[src/rtl/ring_load_driver_if.sv]
// ring_load_driver_if: request and strobe bundle between a requester, the driver and its ring buffer
interface ring_load_driver_if;
  logic start;
  logic [11:0] vals;
  logic op_or;
  logic [3:0] data_out;
  logic ld_out;
  logic inc_out;
  logic busy;
  logic done;
  logic err;
  modport master(input start, vals, op_or, output data_out, ld_out, inc_out, busy, done, err);
  modport slave(output start, vals, op_or, input data_out, ld_out, inc_out, busy, done, err);
endinterface

[src/rtl/ring_load_driver.sv]
// ring_load_driver: loads three nibbles into a ring buffer, then an optional OR pulse and one increment.
// Optional abort input enabled by defining RLD_ABORT_EN.
module ring_load_driver #(
  parameter int HOLD = 8,
  parameter int GAP = 4
) (
  input logic clk,
  input logic rst,
`ifdef RLD_ABORT_EN
  input logic abort,
`endif
  ring_load_driver_if.master bus
);
  localparam logic [3:0] IDLE = 4'd0;
  localparam logic [3:0] SETUP = 4'd1;
  localparam logic [3:0] PULSE = 4'd2;
  localparam logic [3:0] GAP_W = 4'd3;
  localparam logic [3:0] OR_PULSE = 4'd4;
  localparam logic [3:0] OR_GAP = 4'd5;
  localparam logic [3:0] INC = 4'd6;
  localparam logic [3:0] INC_GAP = 4'd7;
  localparam logic [3:0] DONE = 4'd8;
  localparam logic [7:0] HOLD_C = 8'(HOLD);
  localparam logic [7:0] GAP_C = 8'(GAP);
  logic [3:0] state;
  logic [1:0] k;
  logic [7:0] cnt;
  logic [11:0] vals_q;
  logic op_q;
  logic err_q;
  logic busy;
  logic vals_ok;
  logic abort_hit;
  assign busy = state != IDLE && state != DONE;
  // a zero nibble can never complete on the receiver, so it is rejected up front
  assign vals_ok = |bus.vals[3:0] && |bus.vals[7:4] && |bus.vals[11:8];
`ifdef RLD_ABORT_EN
  assign abort_hit = abort && busy;
`else
  assign abort_hit = 1'b0;
`endif
  always_ff @(posedge clk) begin
    if (rst) begin
      state <= IDLE;
      k <= 2'd0;
      cnt <= 8'd0;
      vals_q <= 12'd0;
      op_q <= 1'b0;
      err_q <= 1'b0;
    end else if (abort_hit) begin
      state <= IDLE;
      k <= 2'd0;
      cnt <= 8'd0;
      err_q <= 1'b1;
    end else if (busy && cnt > 8'd1) begin
      cnt <= cnt - 8'd1;
    end else begin
      case (state)
        IDLE: if (bus.start) begin
          if (vals_ok) begin
            vals_q <= bus.vals;
            op_q <= bus.op_or;
            err_q <= 1'b0;
            k <= 2'd0;
            cnt <= 8'd1;
            state <= SETUP;
          end else err_q <= 1'b1;
        end
        SETUP: begin
          state <= PULSE;
          cnt <= HOLD_C;
        end
        PULSE: begin
          state <= GAP_W;
          cnt <= GAP_C;
        end
        GAP_W: begin
          state <= k < 2'd2 ? SETUP : op_q ? OR_PULSE : INC;
          cnt <= k == 2'd2 && op_q ? HOLD_C : 8'd1;
          k <= k < 2'd2 ? k + 2'd1 : k;
        end
        OR_PULSE: begin
          state <= OR_GAP;
          cnt <= GAP_C;
        end
        OR_GAP: begin
          state <= INC;
          cnt <= 8'd1;
        end
        INC: begin
          state <= INC_GAP;
          cnt <= GAP_C;
        end
        INC_GAP: begin
          state <= DONE;
          cnt <= 8'd1;
        end
        DONE: begin
          state <= IDLE;
          cnt <= 8'd0;
          k <= 2'd0;
        end
        default: state <= IDLE;
      endcase
    end
  end
  always_comb begin
    bus.data_out = !busy ? 4'd0 : k == 2'd0 ? vals_q[3:0] : k == 2'd1 ? vals_q[7:4] : vals_q[11:8];
    bus.ld_out = state == PULSE || state == OR_PULSE;
    bus.inc_out = state == INC;
    bus.busy = busy;
    bus.done = state == DONE;
    bus.err = err_q;
  end
endmodule

[src/flat_wrapper.sv]
// flat-port wrapper written by rule: the top's interface ports become plain ports
module ring_load_driver_flat 
#(
  parameter int HOLD = 8,
  parameter int GAP = 4
)
  (clk, rst, bus_start, bus_vals, bus_op_or, bus_data_out, bus_ld_out, bus_inc_out, bus_busy, bus_done, bus_err);
  ring_load_driver_if bus_i ();
  input logic clk;
  input logic rst;
  input wire logic [$bits(bus_i.start)-1:0] bus_start;
  input wire logic [$bits(bus_i.vals)-1:0] bus_vals;
  input wire logic [$bits(bus_i.op_or)-1:0] bus_op_or;
  output wire logic [$bits(bus_i.data_out)-1:0] bus_data_out;
  output wire logic [$bits(bus_i.ld_out)-1:0] bus_ld_out;
  output wire logic [$bits(bus_i.inc_out)-1:0] bus_inc_out;
  output wire logic [$bits(bus_i.busy)-1:0] bus_busy;
  output wire logic [$bits(bus_i.done)-1:0] bus_done;
  output wire logic [$bits(bus_i.err)-1:0] bus_err;
  assign bus_i.start = bus_start;
  assign bus_i.vals = bus_vals;
  assign bus_i.op_or = bus_op_or;
  assign bus_data_out = bus_i.data_out;
  assign bus_ld_out = bus_i.ld_out;
  assign bus_inc_out = bus_i.inc_out;
  assign bus_busy = bus_i.busy;
  assign bus_done = bus_i.done;
  assign bus_err = bus_i.err;
  ring_load_driver #(.HOLD(HOLD), .GAP(GAP)) u_core (.clk(clk), .rst(rst), .bus(bus_i));
endmodule
[config.mk]
export PLATFORM = sky130hd
export DESIGN_NAME = ring_load_driver_flat
export DESIGN_NICKNAME = d
export VERILOG_FILES = /design/src/rtl/ring_load_driver_if.sv /design/src/rtl/ring_load_driver.sv /design/src/flat_wrapper.sv
export SDC_FILE = /design/constraint.sdc
export NUM_CORES = 1
export LEC_CHECK = 0
export ABC_AREA = 1
export BUFFER_PORTS_ARGS = -buffer_cell sky130_fd_sc_hd__buf_2
export CORE_MARGIN = 5
export CORE_UTILIZATION = 40
export CTS_BUF_LIST = sky130_fd_sc_hd__clkbuf_8
export DETAILED_ROUTE_END_ITERATION = 10
export SLEW_MARGIN = 30
export SYNTH_ARGS = -nofsm -noshare
export SYNTH_HDL_FRONTEND = slang
export SYNTH_SLANG_ARGS = --single-unit
[constraint.sdc]
create_clock -name clk -period 1.9 [get_ports clk]
set_input_delay 0.19 -clock clk [delete_from_list [all_inputs] [get_ports clk]]
set_output_delay 0.19 -clock clk [all_outputs]
set_load 0.02 [all_outputs]
# [Yosys cells after proc, flatten, opt, wreduce, memory -nomap -nowiden]
# Cells that the tools add are included.
# W data, S select, Z words.
[word_totals] ramBits=0 latch_bits=0 regBits=28 word_cells=66 out_inout_bits=9 rom_bits=0 n_memories=0 inputBits=16
[op_classes] reduce_logical=21 add_sub_neg=2 shifts=0 n_div=0 bitwise=1 mul=0 mux=18 eq_ne=16 order_cmp=2
[op_table] cell="$pmux W8 S6" n=1
[op_table] cell="$pmux W4 S8" n=1
[op_table] cell="$mux W4" n=7
[op_table] cell="$mux W8" n=3
[op_table] cell="$eq A4 B3 Y1 const B" n=4
[op_table] cell="$reduce_or A4 Y1" n=3
[op_table] cell="$reduce_and A3 Y1" n=3
[op_table] cell="$eq A4 B2 Y1 const B" n=2
[op_table] cell="$gt A8 B1 Y1 const B" n=1
[op_table] cell="$mux W2" n=4
[op_table] cell="$sub A8 B1 Y8 const B" n=1
[op_table] cell="$reduce_bool A7 Y1" n=1
[op_table] cell="$pmux W2 S3" n=1
[op_table] cell="$logic_and A1 B1 Y1" n=5
[op_table] cell="$reduce_and A5 Y1" n=1
[op_table] cell="$eq A4 B1 Y1 const B" n=1
[op_table] cell="$eq A4 B4 Y1 const B" n=1
[op_table] cell="$logic_not A4 Y1" n=1
[op_table] cell="$ne A2 B1 Y1 const B" n=2
[op_table] cell="$ne A4 B4 Y1 const B" n=1
[op_table] cell="$reduce_and A4 Y1" n=1
[op_table] cell="$reduce_bool A4 Y1" n=1
[op_table] cell="$ne A3 B1 Y1 const B" n=1
[op_table] cell="$ne A3 B2 Y1 const B" n=1
[op_table] cell="12 further kinds" n=12

# [Depth between registers and ports, before layout]
# Gate-level depths: netlist of the first run.
[logic_depth] depth_word=7 mapped_depth=10 mapped_depth_nobuf=10

# [Least setup slack after synthesis of the first run]
# OpenSTA, ideal clock, no wires.
[synth_path] kind="flip-flop to output port" start="register u_core.k[1]" end="output bus_data_out[0]" required_time_ps=1710 n_path_buf=0 setup_slack_ps=490 stages_incl_launch_ff=6 arrival_time_ps=1220 cell_sequence="dfxtp_1 -> inv_1 -> ha_1 -> inv_1 -> nand2_1 -> a31oi_1"
[synth_between] elab_chain_len=4 elab_cells_between_ends=5 classes_between="eq/ne: 1; mux: 3; reduce/logical: 1"
[synth_rtl] item="start: declaration" line_no="ring_load_driver.sv:26" source="logic [1:0] k;"
[synth_rtl] item="start signal: assignment" line_no="ring_load_driver.sv:80" source="k <= k < 2'd2 ? k + 2'd1 : k;"
[synth_rtl] item="$eq A2 B1 Y1" line_no="ring_load_driver.sv:108" source="bus.data_out = !busy ? 4'd0 : k == 2'd0 ? vals_q[3:0] : k == 2'd1 ? vals_q[7:4] : vals_q[11:8];"
[synth_rtl] item="$mux W4" line_no="ring_load_driver.sv:108"
[synth_rtl] item="$mux W4 * (2 in series)" line_no="ring_load_driver.sv:108"
[synth_rtl] item="end: declaration" line_no="flat_wrapper.sv:14" source="output wire logic [$bits(bus_i.data_out)-1:0] bus_data_out;"
# Every way passes the cells marked *; elsewhere a longest branch is shown, timed or not.

# [Final worst setup path of the first run]
[layout_path] start="register u_core.k[1]" end="output bus_data_out[1]"
# The elaborated chain is that of the path after synthesis.

==> results of run 1 <==
[power by group]
part,switching (mW),internal (mW),total [mW]
registers,0.151,0.762,0.913
clock network,0.189,0.282,0.471
logic,1.03,0.550,1.58
total,1.37,1.59,2.97
[final cells by class]
cell class              count  area, um^2
fillers                   414        1930
multi-input cells         185         891
flip-flops and latches     28         561
repair buffers             25         128
inverters                  27         101
well taps                  48        60.1
clock buffers               3        41.3
clock inverters             1        30.0
[state kept, by name, summed over array words and instances, names as in the netlist]
name and cells:
u_core.vals_q 12, u_core.state 4, u_core.k 2, u_core.cnt 8
u_core.bus.err 1, u_core.op_q 1
[worst paths after layout]
path / start / end / slack, ns
setup reg to reg: u_core.cnt[0] / u_core.cnt[0] / 0.23
hold reg to reg: u_core.bus.err / u_core.bus.err / 0.46
hold / removal: bus_vals[10] / u_core.vals_q[10] / 0.16
setup / recovery: u_core.k[1] / bus_data_out[1] / 0.12
[kinds of logic after synthesis]
family	synth area share [%]
DFF	35.6
and+or+nand+nor	36.0
buffers and inverters	8.27
adders and majority gates	3.97
xor gates and xnor gates	1.67
AOI/OAI and AO/OA	14.5
[metrics by stage]
step / area, um^2 / cells / setup slack (ns)
detailed placement: 1730 / 313 / 0.235
CTS: 1800 / 317 / 0.103
global placement: 1730 / 313 / 0.314
global route: 1810 / 317 / 0.0102
floorplan: 1570 / 245 / 0.490
finish: 1810 / 317 / 0.120
[worst register-to-register path, delay by kind of cell, from the launching register on]
kind	cells	cell delay [ns]
compound gates	1	0.28
fa+ha+maj	1	0.24
buf+inv	1	0.08
flops	1	0.35
simple gates	5	0.67
[synthesized netlist by cell type (3+ instances only)]
| library cell | number |
|---|---|
| nand2_1 | 58 |
| xor2_1 | 3 |
| o21ai_0 | 13 |
| a31oi_1 | 4 |
| o21ai_1 | 12 |
| a21oi_1 | 9 |
| inv_2 | 4 |
| nor2_1 | 48 |
| dfxtp_1 | 28 |
| ha_1 | 5 |
| inv_1 | 23 |
| nand3_1 | 16 |
| nand4_1 | 4 |
[routing by layer]
layer / vias to the layer above / wire length (um) / track usage [%]
li1: 833 / - / -
met1: 695 / 1950 / 20.7
met2: 18 / 1650 / 23.9
met3: 2 / 72 / 1.79
met4: 0 / 19 / 4.51
met5: - / 0 / 0
[timing repair]
action,CTS,global route
resized for setup,0,1
hold endpoints to repair,0,0
setup endpoints to repair,0,1
==> results.sh, run 1 <==
export IMPL_first_pass_iters=4
export IMPL_rsz0062_at_grt="false"
export IMPL_slew_violations=0
export IMPL_syn_to_final_growth_pct=15.1
export IMPL_initialDrtViolationCount=58
export IMPL_vdd_ir_drop_worst_uv=889
export IMPL_die_area_um2=5290
export IMPL_die_h_um=72.7
export IMPL_clockBufferDepth=2
export IMPL_worstMarginPinSlew_ns=0.530
export IMPL_cts_setup_buffers=0
export IMPL_cp_slowest_stage_delay_ns=0.41
export IMPL_hold_path_class="input pin to flip-flop"
export IMPL_cts_sinks=28
export IMPL_worstRegToRegCells=8
export IMPL_drtAntennaViolNets=0
export IMPL_cts_hold_fix_buffers=0
export IMPL_end_kind="output port"
export IMPL_status="complete, no violations"
export IMPL_final_common_cell="nand2_1"
export IMPL_synth_top_flop_cell="dfxtp_1"
export IMPL_wire_per_inst_um=11.6
export IMPL_p_per_area_nw_per_um2=1640
export IMPL_relSlewSlack_pct=64.6
export IMPL_cp_arrival_ns=1.59
export IMPL_clock_latency_ns=0.27
export IMPL_row_count=22
export IMPL_coreArea_um2=3740
export IMPL_yosysTopAreaCell="dfxtp_1"
export IMPL_initial_core_util_pct=42.0
export IMPL_utilization_pct=48.4
export IMPL_finalCritPeriodShare_pct=93.7
export IMPL_clock_fmax_mhz=562
export IMPL_cts_buffers=3
export IMPL_num_nets_final=291
export IMPL_power_mw=2.97
export IMPL_synth_area_leaders="dfxtp_1, nand2_1, nor2_1, inv_1, nand3_1"
export IMPL_grt_pass1_vias=1437
export IMPL_syn_nets=266
export IMPL_synth_cell_types=25
export IMPL_final_hold_viol_count=0
export IMPL_cts_htree_levels=1
export IMPL_worstSetupPathType="flip-flop to output port"
export IMPL_cp_common_cell="inv_1"
export IMPL_cp_top_family="buffers and inverters"
export IMPL_place_gp_congestion=0.883
export IMPL_synth_edff_count=0
export IMPL_ys_seq_area_share_pct=35.6
export IMPL_min_delay_path_depth=3
export IMPL_die_w_um=72.7
export IMPL_antenna_found_initial=0
export IMPL_maxCapViolCount=0
export IMPL_period_needed_ns=1.78
export IMPL_vias_per_cell=4.88
export IMPL_layout_common_cells="nand2_1, nor2_1, dfxtp_1, buf_2, inv_1"
export IMPL_num_io_pins=25
export IMPL_critPathLaunchType="flip-flop"
export IMPL_worst_path_buf_inv=3
export IMPL_place_hpwl_um=2740
export IMPL_crit_chain="inv_1, ha_1, inv_1, o21ai_0, a31oi_1, buf_2"
export IMPL_skew_ns=0.00625
export IMPL_grt_max_degree=19
export IMPL_cts_root_buf="clkbuf_8"
export IMPL_crit_slowest_cell="dfxtp_1"
export IMPL_finalSetupTns_ns=0
export IMPL_antenna_diode_count=0
export IMPL_synthArstFlopShare_pct=0
export IMPL_grt_usage_pct=14.9
export IMPL_syn_area_um2=1570
export IMPL_drc=0
export IMPL_numPortBuffers=24
export IMPL_cp_depth=6
export IMPL_clk_pin_slew_worst_paths_ns=0.09
export IMPL_grt_pass1_wl_um=6410
export IMPL_hold_worst_slack_ns=0.163
export IMPL_dr_total_vias=1548
export IMPL_setup_viol=0
export IMPL_overflow=0
export IMPL_leakagePower_nw=0.827
export IMPL_cp_max_fo=8
export IMPL_synth_cells=245
export IMPL_yosys_warnings=0
export IMPL_drive_above_1_share_pct=15.2
export IMPL_required_ns=1.71
export IMPL_cts_tree="built"
export IMPL_synth_top_area_share_pct=35.6
export IMPL_syn_avg_cell_area_um2=6.42
export IMPL_ys_ff_latch=28
export IMPL_totalWireLength_um=3690
(Power assumes the default switching activity.)
==> inputs of run 2 (changes only) <==
--- a/config.mk
+++ b/config.mk
@@ -5,11 +5,11 @@
 export SDC_FILE = /design/constraint.sdc
 export NUM_CORES = 1
 export LEC_CHECK = 0
-export ABC_AREA = 1
 export BUFFER_PORTS_ARGS = -buffer_cell sky130_fd_sc_hd__buf_2
 export CORE_MARGIN = 5
 export CORE_UTILIZATION = 40
 export CTS_BUF_LIST = sky130_fd_sc_hd__clkbuf_8
+export CTS_CLUSTER_SIZE = 25
 export DETAILED_ROUTE_END_ITERATION = 10
 export SLEW_MARGIN = 30
 export SYNTH_ARGS = -nofsm -noshare
==> run 2 against run 1 <==
Count of clock-buffer cells in the layout did not move; clock skew fell by 0.0047 ns; clock power increased by 1%; maximum frequency fell by 3.5%; global-route usage is 0.22 points lower; final area is 8.4% higher; via count fell by 6.1%.
==> results.sh, run 2 <==
export IMPL_status="complete, no violations"
export IMPL_cts_tree="built"
export IMPL_overflow=0
export IMPL_ys_ff_latch=28
export IMPL_place_gp_congestion=0.836
export IMPL_synth_cell_types=43
export IMPL_slew_violations=0
export IMPL_maxCapViolCount=0
export IMPL_num_io_pins=25
export IMPL_largest_register_ffs=12
export IMPL_vdd_ir_drop_worst_uv=610
export IMPL_synth_area_leaders="dfxtp_1, mux2i_1, nor2_1, a21oi_1, ha_1"
export IMPL_fillers=382
export IMPL_min_delay_path_depth=3
export IMPL_syn_avg_cell_area_um2=8.36
export IMPL_cts_hold_fix_buffers=0
export IMPL_coreArea_um2=3740
export IMPL_num_nets_final=243
export IMPL_die_h_um=72.7
export IMPL_critPathLaunchType="flip-flop"
export IMPL_rr_endpoint="u_core.state[2]"
export IMPL_initial_core_util_pct=42.0
export IMPL_cts_htree_levels=1
export IMPL_required_ns=2.11
export IMPL_die_area_um2=5280
export IMPL_cts_sinks=28
export IMPL_grt_pass1_wl_um=6240
export IMPL_power_mw=3.36
export IMPL_p_per_area_nw_per_um2=1710
export IMPL_synthArstFlopShare_pct=0
export IMPL_worstRegToRegCells=6
export IMPL_clock_latency_ns=0.28
export IMPL_syn_area_um2=1570
export IMPL_first_pass_iters=5
export IMPL_worstSetupPathType="flip-flop to flip-flop"
export IMPL_clk_pin_slew_worst_paths_ns=0.10
export IMPL_drc=0
export IMPL_relSlewSlack_pct=57.0
export IMPL_drive_above_1_share_pct=28.5
export IMPL_numPortBuffers=24
export IMPL_totalWireLength_um=3770
export IMPL_clockPowerShare_pct=14.2
export IMPL_yosys_cell_count_top_type="nor2_1"
export IMPL_end_kind="flip-flop"
export IMPL_p_comb_share_pct=59.3
export IMPL_antenna_found_initial=0
export IMPL_clockBufferDepth=2
export IMPL_ff2ff_setup_slack_ns=0.06
export IMPL_die_w_um=72.7
export IMPL_final_common_cell="nor2_1"
export IMPL_ys_seq_area_share_pct=35.7
export IMPL_synth_commonest_cells="nor2_1, dfxtp_1, mux2i_1, a21oi_1, nand2_1"
export IMPL_syn_nets=209
export IMPL_grt_pass1_vias=1351
export IMPL_hold_path_startpoint="bus_vals[8]"
export IMPL_yosysTopAreaCell="dfxtp_1"
export IMPL_dr_total_vias=1453
export IMPL_top_register="u_core.vals_q"
export IMPL_antenna_diode_count=0
export IMPL_intPower_mw=1.96
export IMPL_wire_per_inst_um=14.0
export IMPL_cp_arrival_ns=2.06
export IMPL_cp_max_fo=6
export IMPL_drtAntennaViolNets=0
export IMPL_synth_top_flop_cell="dfxtp_1"
export IMPL_skew_ns=0.00153
export IMPL_worstMarginPinSlew_ns=0.639
export IMPL_setup_ws_ns=0.0559
export IMPL_leakagePower_nw=0.778
export IMPL_row_count=22
export IMPL_register_area_um2=568
export IMPL_period_needed_ns=1.84
export IMPL_multi_input_area_um2=1010
export IMPL_yosys_warnings=0
export IMPL_initialDrtViolationCount=188
export IMPL_grt_usage_pct=14.7
export IMPL_layout_common_cells="nor2_1, buf_2, dfxtp_1, mux2i_1, buf_4"
export IMPL_setup_viol=0
export IMPL_rr_startpoint="u_core.cnt[2]"
export IMPL_finalCritPeriodShare_pct=97.1
export IMPL_p_sw_share_pct=41.8
export IMPL_switchingPower_mw=1.41
export IMPL_syn_to_final_growth_pct=25.0
export IMPL_pwr_share_seq_pct=26.5
export IMPL_cts_buffers=3
export IMPL_reg_top3="u_core.vals_q (12), u_core.cnt (8), u_core.state (4)"
export IMPL_pre_cts_slack_ns=-0.00603
export IMPL_synth_edff_count=0
export IMPL_final_hold_viol_count=0
export IMPL_hold_path_class="input pin to flip-flop"
export IMPL_clock_fmax_mhz=542
export IMPL_vias_per_cell=5.40
export IMPL_cts_root_buf="clkbuf_8"
export IMPL_hold_end="u_core.vals_q[8]"
export IMPL_utilization_pct=52.5
export IMPL_synth_cells=188
export IMPL_place_hpwl_um=2880
export IMPL_grt_max_degree=30
export IMPL_synth_top_area_share_pct=35.7
## run 2: cell count changes in the layout (fill, tap and decap cells not counted), sizes merged, moves of 6 or more
cell / before / now
mux2i: 0 / 18
nor2: 50 / 33
a21oi: 9 / 15
nand2: 60 / 10
inv: 27 / 5
o21ai: 27 / 6
buf: 25 / 40
nand3: 16 / 1
## run 2: worst max path at each step
stage,from,endpoint,cells after the start,slack [ns]
after global placement,u_core.cnt[6],u_core.state[0],5,0.05
after CTS,u_core.k[1],bus_data_out[3],7,0.007
after detailed placement,u_core.cnt[0],u_core.cnt[1],8,-0.006
after global routing,u_core.cnt[2],u_core.state[2],6,-0.08
final,u_core.cnt[2],u_core.state[2],6,0.06
after floorplan,u_core.state[0],u_core.vals_q[0],5,0.1
## run 2: layout make-up
class                           count  area share (%)
Clock buffer                        3            2.10
Clock inverter                      1            1.53
Inverter                            5           0.955
Multi-Input combinational cell    144            51.2
Sequential cell                    28            28.9
Tap cell                           48            3.06
Timing Repair Buffer               40            12.2
## run 2: power by group through the flow
| stage | Combinational (mW) | Clock, mW | Sequential (mW) |
|---|---|---|---|
| 2_1_floorplan | 1.30 | 0 | 0.847 |
| 3_3_place_gp | 1.80 | 0 | 0.868 |
| 3_5_place_dp | 1.83 | 0 | 0.875 |
| 4_1_cts | 1.86 | 0.487 | 0.862 |
| 5_1_grt | 2.19 | 0.511 | 0.909 |
| 6_report | 1.99 | 0.477 | 0.892 |
## run 2: kinds of logic after synthesis
| logic type | share of synthesized area [%] |
|---|---|
| xor+xnor | 1.11 |
| flops | 35.7 |
| simple gates | 26.4 |
| mux | 11.5 |
| fa+ha+maj | 3.98 |
| compound gates | 17.0 |
| buf+inv | 4.38 |
## run 2: critical path, stage by stage, from the launching register on
cell,delay [ns]
dfxtp_1,0.39
nor2_1,0.34
nor4b_4,0.41
buf_4,0.21
or2_2,0.13
nand4_1,0.13
a21oi_2,0.17
## run 2: what timing repair did
item / in CTS / in global routing
gates cloned: 0 / 0
resized for setup: 1 / 16
setup buffers: 0 / 1
endpoints found under the hold margin: 0 / 0
pin swaps: 0 / 2
setup endpoints to repair: 1 / 12
## run 2: metal layers
layer / part of all wire [%] / GRT usage, % / routed length (um)
met5: 0 / 0 / 0
met4: 1.5 / 4.92 / 55
met3: 3.8 / 2.20 / 143
met2: 48 / 23.9 / 1830
met1: 46 / 19.7 / 1750
## run 2: per-stage QoR
| step | instances | setup TNS [ns] | hold WS [ns] | area (um^2) |
|---|---|---|---|---|
| after detailed placement | 264 | -0.00603 | 0.448 | 1820 |
| final | 269 | 0 | 0.157 | 1960 |
| after floorplan | 188 | 0 | 0.337 | 1570 |
| after CTS | 268 | 0 | 0.161 | 1900 |
| after global routing | 269 | -0.0857 | 0.176 | 1960 |
| after global placement | 264 | 0 | 0.426 | 1820 |
==> inputs of run 3 (changes only) <==
==> constraint.sdc (replaced) <==
create_clock -name clk -period 1.9 [get_ports clk]
set_input_delay 0.38 -clock clk [delete_from_list [all_inputs] [get_ports clk]]
set_output_delay 0.38 -clock clk [all_outputs]
set_load 0.02 [all_outputs]
==> run 3 against run 2 <==
The run now ends with negative setup slack left; worst hold slack better by 0.19 ns; routed wire length up 9.2%; setup slack worse by 0.061 ns; sequential power down 2%; critical path depth up 1; critical path type is now flip-flop to output port; critical endpoint is now bus_data_out[0]; largest cell class unchanged; largest power group unchanged.
==> results.sh, run 3 (synthesis gave the netlist of run 2 again) <==
export IMPL_status="complete, but fails checks"
export IMPL_failed_checks="negative setup slack"
export IMPL_die_area_um2=5280
export IMPL_row_count=22
export IMPL_rsz0062_at_grt="true"
export IMPL_setup_ws_ns=-0.00546
export IMPL_dr_total_vias=1488
export IMPL_top_register="u_core.vals_q"
export IMPL_critPathLaunchType="flip-flop"
export IMPL_cts_buffers=3
export IMPL_reg_top3="u_core.vals_q (12), u_core.cnt (8), u_core.state (4)"
export IMPL_coreArea_um2=3740
export IMPL_period_needed_ns=1.91
export IMPL_crit_chain="ha_4, buf_4, mux2i_1, nor2_1, a21oi_1, nor2_1, buf_2"
export IMPL_syn_to_final_growth_pct=29.2
export IMPL_finalSetupTns_ns=-0.00546
export IMPL_leakagePower_nw=0.810
export IMPL_cts_tree="built"
export IMPL_cp_slowest_stage_delay_ns=0.40
export IMPL_num_nets_final=250
export IMPL_die_h_um=72.7
export IMPL_die_w_um=72.7
export IMPL_placed_cells=268
export IMPL_final_common_cell="nor2_1"
export IMPL_clockBufferDepth=2
export IMPL_worstRegToRegCells=5
export IMPL_skew_ns=0.00266
export IMPL_antenna_found_initial=0
export IMPL_largest_register_ffs=12
export IMPL_cts_hold_fix_buffers=0
export IMPL_initialDrtViolationCount=64
export IMPL_maxCapViolCount=0
export IMPL_wire_per_inst_um=14.9
export IMPL_p_per_area_nw_per_um2=1740
export IMPL_place_hpwl_um=2980
export IMPL_numPortBuffers=24
export IMPL_setup_viol=1
export IMPL_worstSetupPathType="flip-flop to output port"
export IMPL_layout_common_cells="nor2_1, buf_4, dfxtp_1, buf_2, mux2i_1"
export IMPL_utilization_pct=54.2
export IMPL_relSlewSlack_pct=55.9
export IMPL_placed_cell_area_um2=1850
export IMPL_cp_common_cell="nor2_1"
export IMPL_finish_instance_area_um2=2030
export IMPL_overflow=0
export IMPL_hold_path_class="input pin to flip-flop"
export IMPL_vias_per_cell=5.39
export IMPL_antenna_diode_count=0
export IMPL_clock_latency_ns=0.27
export IMPL_vdd_ir_drop_worst_uv=572
export IMPL_pre_cts_slack_ns=-0.165
export IMPL_finalNonFillerCells=276
export IMPL_min_delay_path_depth=3
export IMPL_cp_max_fo=5
export IMPL_place_gp_congestion=0.802
export IMPL_drtAntennaViolNets=0
export IMPL_end_kind="output port"
export IMPL_cp_top_family="flip-flops"
export IMPL_required_ns=1.52
export IMPL_grt_max_degree=30
export IMPL_drive_above_1_share_pct=32.9
export IMPL_worst_path_buf_inv=2
export IMPL_cp_arrival_ns=1.53
export IMPL_clock_fmax_mhz=525
export IMPL_totalWireLength_um=4120
export IMPL_cts_root_buf="clkbuf_8"
export IMPL_worstMarginPinSlew_ns=0.656
export IMPL_num_io_pins=25
export IMPL_cp_depth=7
export IMPL_cts_sinks=28
export IMPL_slew_violations=0
export IMPL_clk_pin_slew_worst_paths_ns=0.10
export IMPL_grt_pass1_vias=1395
export IMPL_first_pass_iters=4
export IMPL_initial_core_util_pct=42.0
export IMPL_drc=0
export IMPL_grt_pass1_wl_um=6400
export IMPL_final_hold_viol_count=0
export IMPL_cts_htree_levels=1
export IMPL_finalCritPeriodShare_pct=100
export IMPL_grt_usage_pct=15.1
export IMPL_crit_slowest_cell="dfxtp_2"
-- run 3: metrics by stage --
step / hold WS (ns) / power [mW]
global route: 0.357 / 3.77
detailed placement: 0.489 / 2.76
floorplan: 0.460 / 2.14
finish: 0.349 / 3.54
global placement: 0.480 / 2.73
CTS: 0.348 / 3.34
-- run 3: tightest hold or removal path: cells and delay by family --
family | cells | cell delay (ns)
buf+inv | 1 | 0.08
simple gates | 1 | 0.08
mux | 1 | 0.05
-- run 3: final timing paths --
path | to | slack (ns) | from
worst max-delay path | bus_data_out[0] | -0.005 | u_core.k[0]
worst max register to register | u_core.state[0] | 0.03 | u_core.cnt[6]
worst min register to register | u_core.vals_q[6] | 0.51 | u_core.vals_q[6]
worst min-delay path | u_core.op_q | 0.35 | bus_op_or
-- run 3: area by class of cell --
type | instances | area (um^2)
fillers | 364 | 1710
multi-input cells | 144 | 1020
flip-flops and latches | 28 | 566
repair buffers | 47 | 298
well taps | 48 | 60.1
clock buffers | 3 | 41.3
clock inverters | 1 | 30.0
inverters | 5 | 18.8
-- run 3: what timing repair did --
item | 4_1_cts | 5_1_grt
pin swaps | 1 | 5
resized for setup | 6 | 17
setup endpoints to repair | 10 | 12
buffers inserted | 1 | 3
-- run 3: metal layers --
layer	track usage, %	up-vias	wire [um]
met5	0	-	0
met4	2.87	0	19
met3	2.07	2	164
met2	27.8	39	2130
met1	18.6	697	1810
li1	-	750	-
-- run 3: where the power goes --
group          total [mW]  switching (mW)  internal, mW
Sequential          0.874           0.144         0.730
Clock               0.473           0.191         0.282
Combinational        2.19            1.14          1.05
